[src/rtl/apb_rx_fifo_slave.sv]
// apb_rx_fifo_slave: APB register slave for the UART receiver.
// Holds received words in a DEPTH-entry FIFO, keeps sticky W1C error flags,
// and drives the receiver's bit period and data size. The interrupt is registered.
module apb_rx_fifo_slave #(
  parameter int DEPTH     = 8,
  parameter int BP_W      = 14,
  parameter int RST_BP    = 10,
  parameter int RST_DSIZE = 8
) (
  input  logic            clk,
  input  logic            rst,
  input  logic [7:0]      rx_data,
  input  logic            data_ready,
  input  logic            overrun_error,
  input  logic            framing_error,
  output logic            data_read,
  input  logic            psel,
  input  logic            penable,
  input  logic            pwrite,
  input  logic [2:0]      paddr,
  input  logic [7:0]      pwdata,
  output logic [7:0]      prdata,
  output logic            pslverr,
  output logic [BP_W-1:0] bit_period,
  output logic [3:0]      data_size,
  output logic            irq
);

  localparam int AW = $clog2(DEPTH);
  localparam int CW = AW + 1;
  localparam logic [CW-1:0]   FULL_CNT = CW'(DEPTH);
  localparam logic [CW-1:0]   CNT_ONE  = CW'(1);
  localparam logic [AW-1:0]   PTR_ONE  = AW'(1);
  localparam logic [BP_W-1:0] BP_RST   = BP_W'(RST_BP);
  localparam logic [3:0]      DS_RST   = 4'(RST_DSIZE);

  // Storage and control state
  logic [7:0]      mem_q [DEPTH];
  logic [7:0]      mem_d [DEPTH];
  logic [AW-1:0]   wr_ptr_q, wr_ptr_d;
  logic [AW-1:0]   rd_ptr_q, rd_ptr_d;
  logic [CW-1:0]   count_q, count_d;
  logic [2:0]      err_q, err_d;        // {fifo_ovf, overrun, framing}
  logic [1:0]      irq_en_q, irq_en_d;
  logic [BP_W-1:0] bp_q, bp_d;
  logic [3:0]      dsize_q, dsize_d;
  logic [7:0]      prdata_q, prdata_d;
  logic            irq_q, irq_d;
  logic            dr_q, dr_d;
  logic            data_read_q, data_read_d;

  // Decoded strobes
  logic            setup_s, access_s, wr_s, rd_s;
  logic            empty_s, full_s;
  logic            push_s, pop_s, push_ok_s, ovf_s;
  logic [2:0]      w1c_s;
  logic [7:0]      rd_val_s;
  logic [15:0]     bp_ext_s;

  // Bus phase, FIFO level and push/pop qualification
  always_comb begin
    setup_s   = psel & ~penable;
    access_s  = psel & penable;
    wr_s      = access_s & pwrite;
    rd_s      = access_s & ~pwrite;
    empty_s   = (count_q == {CW{1'b0}});
    full_s    = (count_q == FULL_CNT);
    push_s    = data_ready & ~dr_q;
    pop_s     = rd_s & (paddr == 3'h6) & ~empty_s;
    // A pop in the same cycle frees the slot a full FIFO needs for the push
    push_ok_s = push_s & (~full_s | pop_s);
    ovf_s     = push_s & ~push_ok_s;
    if (wr_s && (paddr == 3'h1)) begin
      w1c_s = pwdata[2:0];
    end else begin
      w1c_s = 3'b000;
    end
  end

  // Read mux of the addressed register, sampled into prdata at setup
  always_comb begin
    bp_ext_s = 16'(bp_q);
    rd_val_s = 8'h00;
    case (paddr)
      3'h0:    rd_val_s = {6'b000000, full_s, ~empty_s};
      3'h1:    rd_val_s = {5'b00000, err_q};
      3'h2:    rd_val_s = bp_ext_s[7:0];
      3'h3:    rd_val_s = bp_ext_s[15:8];
      3'h4:    rd_val_s = {4'b0000, dsize_q};
      3'h5:    rd_val_s = 8'(count_q);
      3'h6: begin
        if (empty_s) begin
          rd_val_s = 8'h00;
        end else begin
          rd_val_s = mem_q[rd_ptr_q];
        end
      end
      3'h7:    rd_val_s = {6'b000000, irq_en_q};
      default: rd_val_s = 8'h00;
    endcase
  end

  // Error response: illegal writes, or popping an empty FIFO
  always_comb begin
    if (access_s) begin
      if (pwrite) begin
        pslverr = (paddr == 3'h0) | (paddr == 3'h5) | (paddr == 3'h6);
      end else begin
        pslverr = (paddr == 3'h6) & empty_s;
      end
    end else begin
      pslverr = 1'b0;
    end
  end

  // Next-state computation for FIFO, registers, status and outputs
  always_comb begin
    mem_d       = mem_q;
    wr_ptr_d    = wr_ptr_q;
    rd_ptr_d    = rd_ptr_q;
    count_d     = count_q;
    irq_en_d    = irq_en_q;
    bp_d        = bp_q;
    dsize_d     = dsize_q;

    if (push_ok_s) begin
      mem_d[wr_ptr_q] = rx_data;
      wr_ptr_d        = wr_ptr_q + PTR_ONE;
    end else begin
      wr_ptr_d        = wr_ptr_q;
    end

    if (pop_s) begin
      rd_ptr_d = rd_ptr_q + PTR_ONE;
    end else begin
      rd_ptr_d = rd_ptr_q;
    end

    case ({push_ok_s, pop_s})
      2'b10:   count_d = count_q + CNT_ONE;
      2'b01:   count_d = count_q - CNT_ONE;
      default: count_d = count_q;
    endcase

    if (wr_s) begin
      case (paddr)
        3'h2:    bp_d[7:0]      = pwdata;
        3'h3:    bp_d[BP_W-1:8] = pwdata[BP_W-9:0];
        3'h4:    dsize_d        = pwdata[3:0];
        3'h7:    irq_en_d       = pwdata[1:0];
        default: bp_d           = bp_q;
      endcase
    end else begin
      bp_d = bp_q;
    end

    // New events win over a same-cycle clear
    err_d       = (err_q & ~w1c_s) | {ovf_s, overrun_error, framing_error};
    prdata_d    = setup_s ? rd_val_s : 8'h00;
    irq_d       = (irq_en_q[0] & ~empty_s) | (irq_en_q[1] & (|err_q));
    dr_d        = data_ready;
    data_read_d = push_s;
  end

  // State registers with synchronous reset
  always_ff @(posedge clk) begin
    if (rst) begin
      for (int i = 0; i < DEPTH; i++) begin
        mem_q[i] <= 8'h00;
      end
      wr_ptr_q    <= {AW{1'b0}};
      rd_ptr_q    <= {AW{1'b0}};
      count_q     <= {CW{1'b0}};
      err_q       <= 3'b000;
      irq_en_q    <= 2'b00;
      bp_q        <= BP_RST;
      dsize_q     <= DS_RST;
      prdata_q    <= 8'h00;
      irq_q       <= 1'b0;
      dr_q        <= 1'b0;
      data_read_q <= 1'b0;
    end else begin
      mem_q       <= mem_d;
      wr_ptr_q    <= wr_ptr_d;
      rd_ptr_q    <= rd_ptr_d;
      count_q     <= count_d;
      err_q       <= err_d;
      irq_en_q    <= irq_en_d;
      bp_q        <= bp_d;
      dsize_q     <= dsize_d;
      prdata_q    <= prdata_d;
      irq_q       <= irq_d;
      dr_q        <= dr_d;
      data_read_q <= data_read_d;
    end
  end

  assign prdata     = prdata_q;
  assign bit_period = bp_q;
  assign data_size  = dsize_q;
  assign irq        = irq_q;
  assign data_read  = data_read_q;

endmodule
[config.mk]
export PLATFORM = sky130hd
export DESIGN_NAME = apb_rx_fifo_slave
export DESIGN_NICKNAME = d
export VERILOG_FILES = /design/src/rtl/apb_rx_fifo_slave.sv
export SDC_FILE = /design/constraint.sdc
export NUM_CORES = 1
export LEC_CHECK = 0
export CAP_MARGIN = 10
export CORE_MARGIN = 2
export CORE_UTILIZATION = 50
export CTS_CLUSTER_DIAMETER = 100
export DETAILED_ROUTE_END_ITERATION = 8
export PLACE_DENSITY = 0.72
export SLEW_MARGIN = 25
export SYNTH_ARGS = -nofsm -noshare
export SYNTH_HDL_FRONTEND = slang
export SYNTH_SLANG_ARGS = --single-unit
[constraint.sdc]
create_clock -name clk -period 2.5 [get_ports clk]
set_input_delay 0.375 -clock clk [delete_from_list [all_inputs] [get_ports clk]]
set_output_delay 0.375 -clock clk [all_outputs]
set_load 0.03 [all_outputs]
==> flow_summary.ini <==
[outcome]
outcome = finished clean

[logic_synthesis]
ys_types = 63
yosysMostFrequentCell = dfxtp_1
synthArstFlopShare_pct = 0
synth_simple_gate_area_share_pct = 21.4
synth_mux_area_share_pct = 25.7
post-synth-top-area-cell = dfxtp_1
yosysWarnings = 0
synth_seq_area_share_pct = 41.2
synth_top_family_by_area = multiplexers
synth_edf_count = 0
postSynthCellCount = 486
synthXorXnorAreaFrac_pct = 0.668
synth_nets = 518
yosysTopAreaCellShare_pct = 41.2
synth_top_flop_cell = dfxtp_1
netlist_area_um2 = 5250
synth-seq-cells = 108
synth_compound_area_share_pct = 5.99
avgSynthCellArea_um2 = 10.8
synth_fa_ha_area_share_pct = 1.34
synth_common_cells = dfxtp_1, mux2i_1, nand2b_1
yosys-top-cells-area = dfxtp_1, mux2i_1, nand2b_1, mux4_2, nor2_1

[critical_path]
start_kind = register
reg2regPathDepth = 10
path_common_cell = buf_4
critical_path.cell_chain = nor4_4 -> buf_4 -> o21ai_1 -> o21ai_0 -> a22o_1 -> buf_4
r2r-start = count_q[0]
cp_data_arrival_time_ps = 1820
r2r-end = count_q[3]
cp_slowest_cell = dfxtp_1
cp_max_fo = 8
slowest_delay_ps = 350
critPathKind = reg2out
setup.worst_path.end_class = primary output
reg2reg_setup_slack_ps = 360
cp.required_ps = 2120

[sta]
finalSetupViolations = 0
max_freq_mhz = 455
finalMaxSlewViolations = 0
hold_viol = 0
fin_worst_skew_ps = 13.3
worst_slew_pin_slew_ps = 446
period_minus_slack_ps = 2200
rsz0062_at_grt = no
layout_setup_ws_ps = 304
finalCritPeriodShare_pct = 87.8
slew_headroom_pct = 70.2

[layout]
final_core_util_pct = 60.4
regArea_um2 = 2160
nNetsFinal = 575
n_fill_cell = 882
num_antenna_cells = 0
area_growth_pct = 18.3
fin_area_um2 = 6210
multi_input_area_um2 = 2890
drive_above_1_share_pct = 15.5

[placement]
place.gp.congestion = 0.837
hpwl_um = 8260
dpl-instance-area_um2 = 6030
pre_cts_ws_ps = -29.0
io_buffers = 55

[power]
irDropWorstVdd_v = 0.000412
power_density_nw_per_um2 = 501
p_leak_uw = 0.00252

[floorplanning]
die_w_um = 106
io_pins = 56
initial_core_util_pct = 51.0
dieArea_um2 = 11300
fp.dieH_um = 106
num_rows = 37
core_um2 = 10300

[route]
postRouteAntennaNets = 0
drcViolationCount = 0
dr_total_vias = 3720
viasPerCell = 5.45
post_drt_wl_per_cell_um = 17.5
drtIter0Drc = 190
routed_wl_um = 12000
firstDrtPassIters = 4

[clock_network]
cts.reportedPaths.clkPinSlew_ps = 110
post_cts_buffers = 0
clock_path_buffers = 2
htreeDepth = 3
cts.sinks = 108
cts_root_buffer = clkbuf_8
hold_buffers = 0
cts_resized = 0
clk_latency_ps = 370
cts_tree = yes
cts_buffers = 9

[run]
maxCapViolCount = 0

[global_route]
grt_util_all_layers_pct = 21.8
grt_pass1_wl_um = 19400
overflow = 0
grt_pass1_vias = 3777
antenna_found_initial = 0
grt_start_max_net_pins = 116

[hold_path]
hold-path-endpoint = prdata[1]
hp-start = rst
hold_depth = 4
hp-class = in2reg
==> critical path: cells and delay by family (launching register included) <==
family	cells	cell delay, ps
AO/OA/AOI/OAI	3	400
buffers and inverters	2	380
flip-flops	1	350
AND/OR/NAND/NOR	1	320
==> cell usage in the layout (no fill, tap or decap), types with 5 or more instances in the layout <==
| cell | n |
|---|---|
| a21oi_1 | 10 |
| nand2_1 | 6 |
| nand3_1 | 6 |
| nand2b_1 | 78 |
| o21ai_1 | 6 |
| clkdlybuf4s50_1 | 53 |
| mux2i_1 | 92 |
| buf_4 | 29 |
| mux4_2 | 17 |
| nor2_1 | 29 |
| clkbuf_8 | 9 |
| dfxtp_1 | 108 |
| nor2b_1 | 12 |
| o21ai_0 | 5 |
==> sequential cells by signal (all words and copies together) (netlist names) <==
register,count
prdata,8
bit_period,14
wr_ptr_q,3
err_q,3
rd_ptr_q,3
irq,1
irq_en_q,2
data_read,1
mem_q,64
dr_q,1
data_size,4
count_q,4
==> worst max-delay path by stage <==
stage	startpoint	endpoint	slack, ps
after floorplan	paddr[1]	count_q[3]	190
after global placement	paddr[0]	count_q[3]	20
after detailed placement	paddr[0]	count_q[3]	-30
after CTS	count_q[0]	pslverr	290
after global routing	count_q[0]	count_q[3]	210
final	count_q[0]	pslverr	300
==> cells by family after synthesis <==
group / count (synthesis)
DFF: 108
muxes: 113
xor gates and xnor gates: 4
adders and majority gates: 5
AOI/OAI and AO/OA: 46
and+or+nand+nor: 166
buffers and inverters: 44
==> cell type report <==
type,count,area share [%]
sequential,108,34.8
inverter,5,0.302
multi-input combinational,334,46.6
clock buffer,9,2.00
clock inverter,6,0.806
timing repair buffer,85,12.8
tap,136,2.74
==> per-stage QoR <==
stage | hold WS (ps) | TNS (ps) | total power [uW] | cells
CTS | 449 | 0 | 3130 | 683
finish | 469 | 0 | 3110 | 683
global route | 448 | 0 | 3220 | 683
global placement | 456 | 0 | 2150 | 668
detailed placement | 466 | -29.0 | 2160 | 668
floorplan | 446 | 0 | 2020 | 486
==> power breakdown <==
part | leakage (uW) | switching, uW | internal (uW)
logic | 0.00155 | 177 | 167
registers | 0.000873 | 23.1 | 1750
clock network | 0.0000876 | 621 | 370
==> routing by layer <==
metal,GRT usage [%],vias to the layer above,share of wire [%]
li1,-,1826,-
met1,28.8,1813,48
met2,37.1,72,48
met3,5.15,9,4.1
met4,3.53,0,0.87
met5,0,-,0
Note: power is estimated with default switching activity, not from simulation.
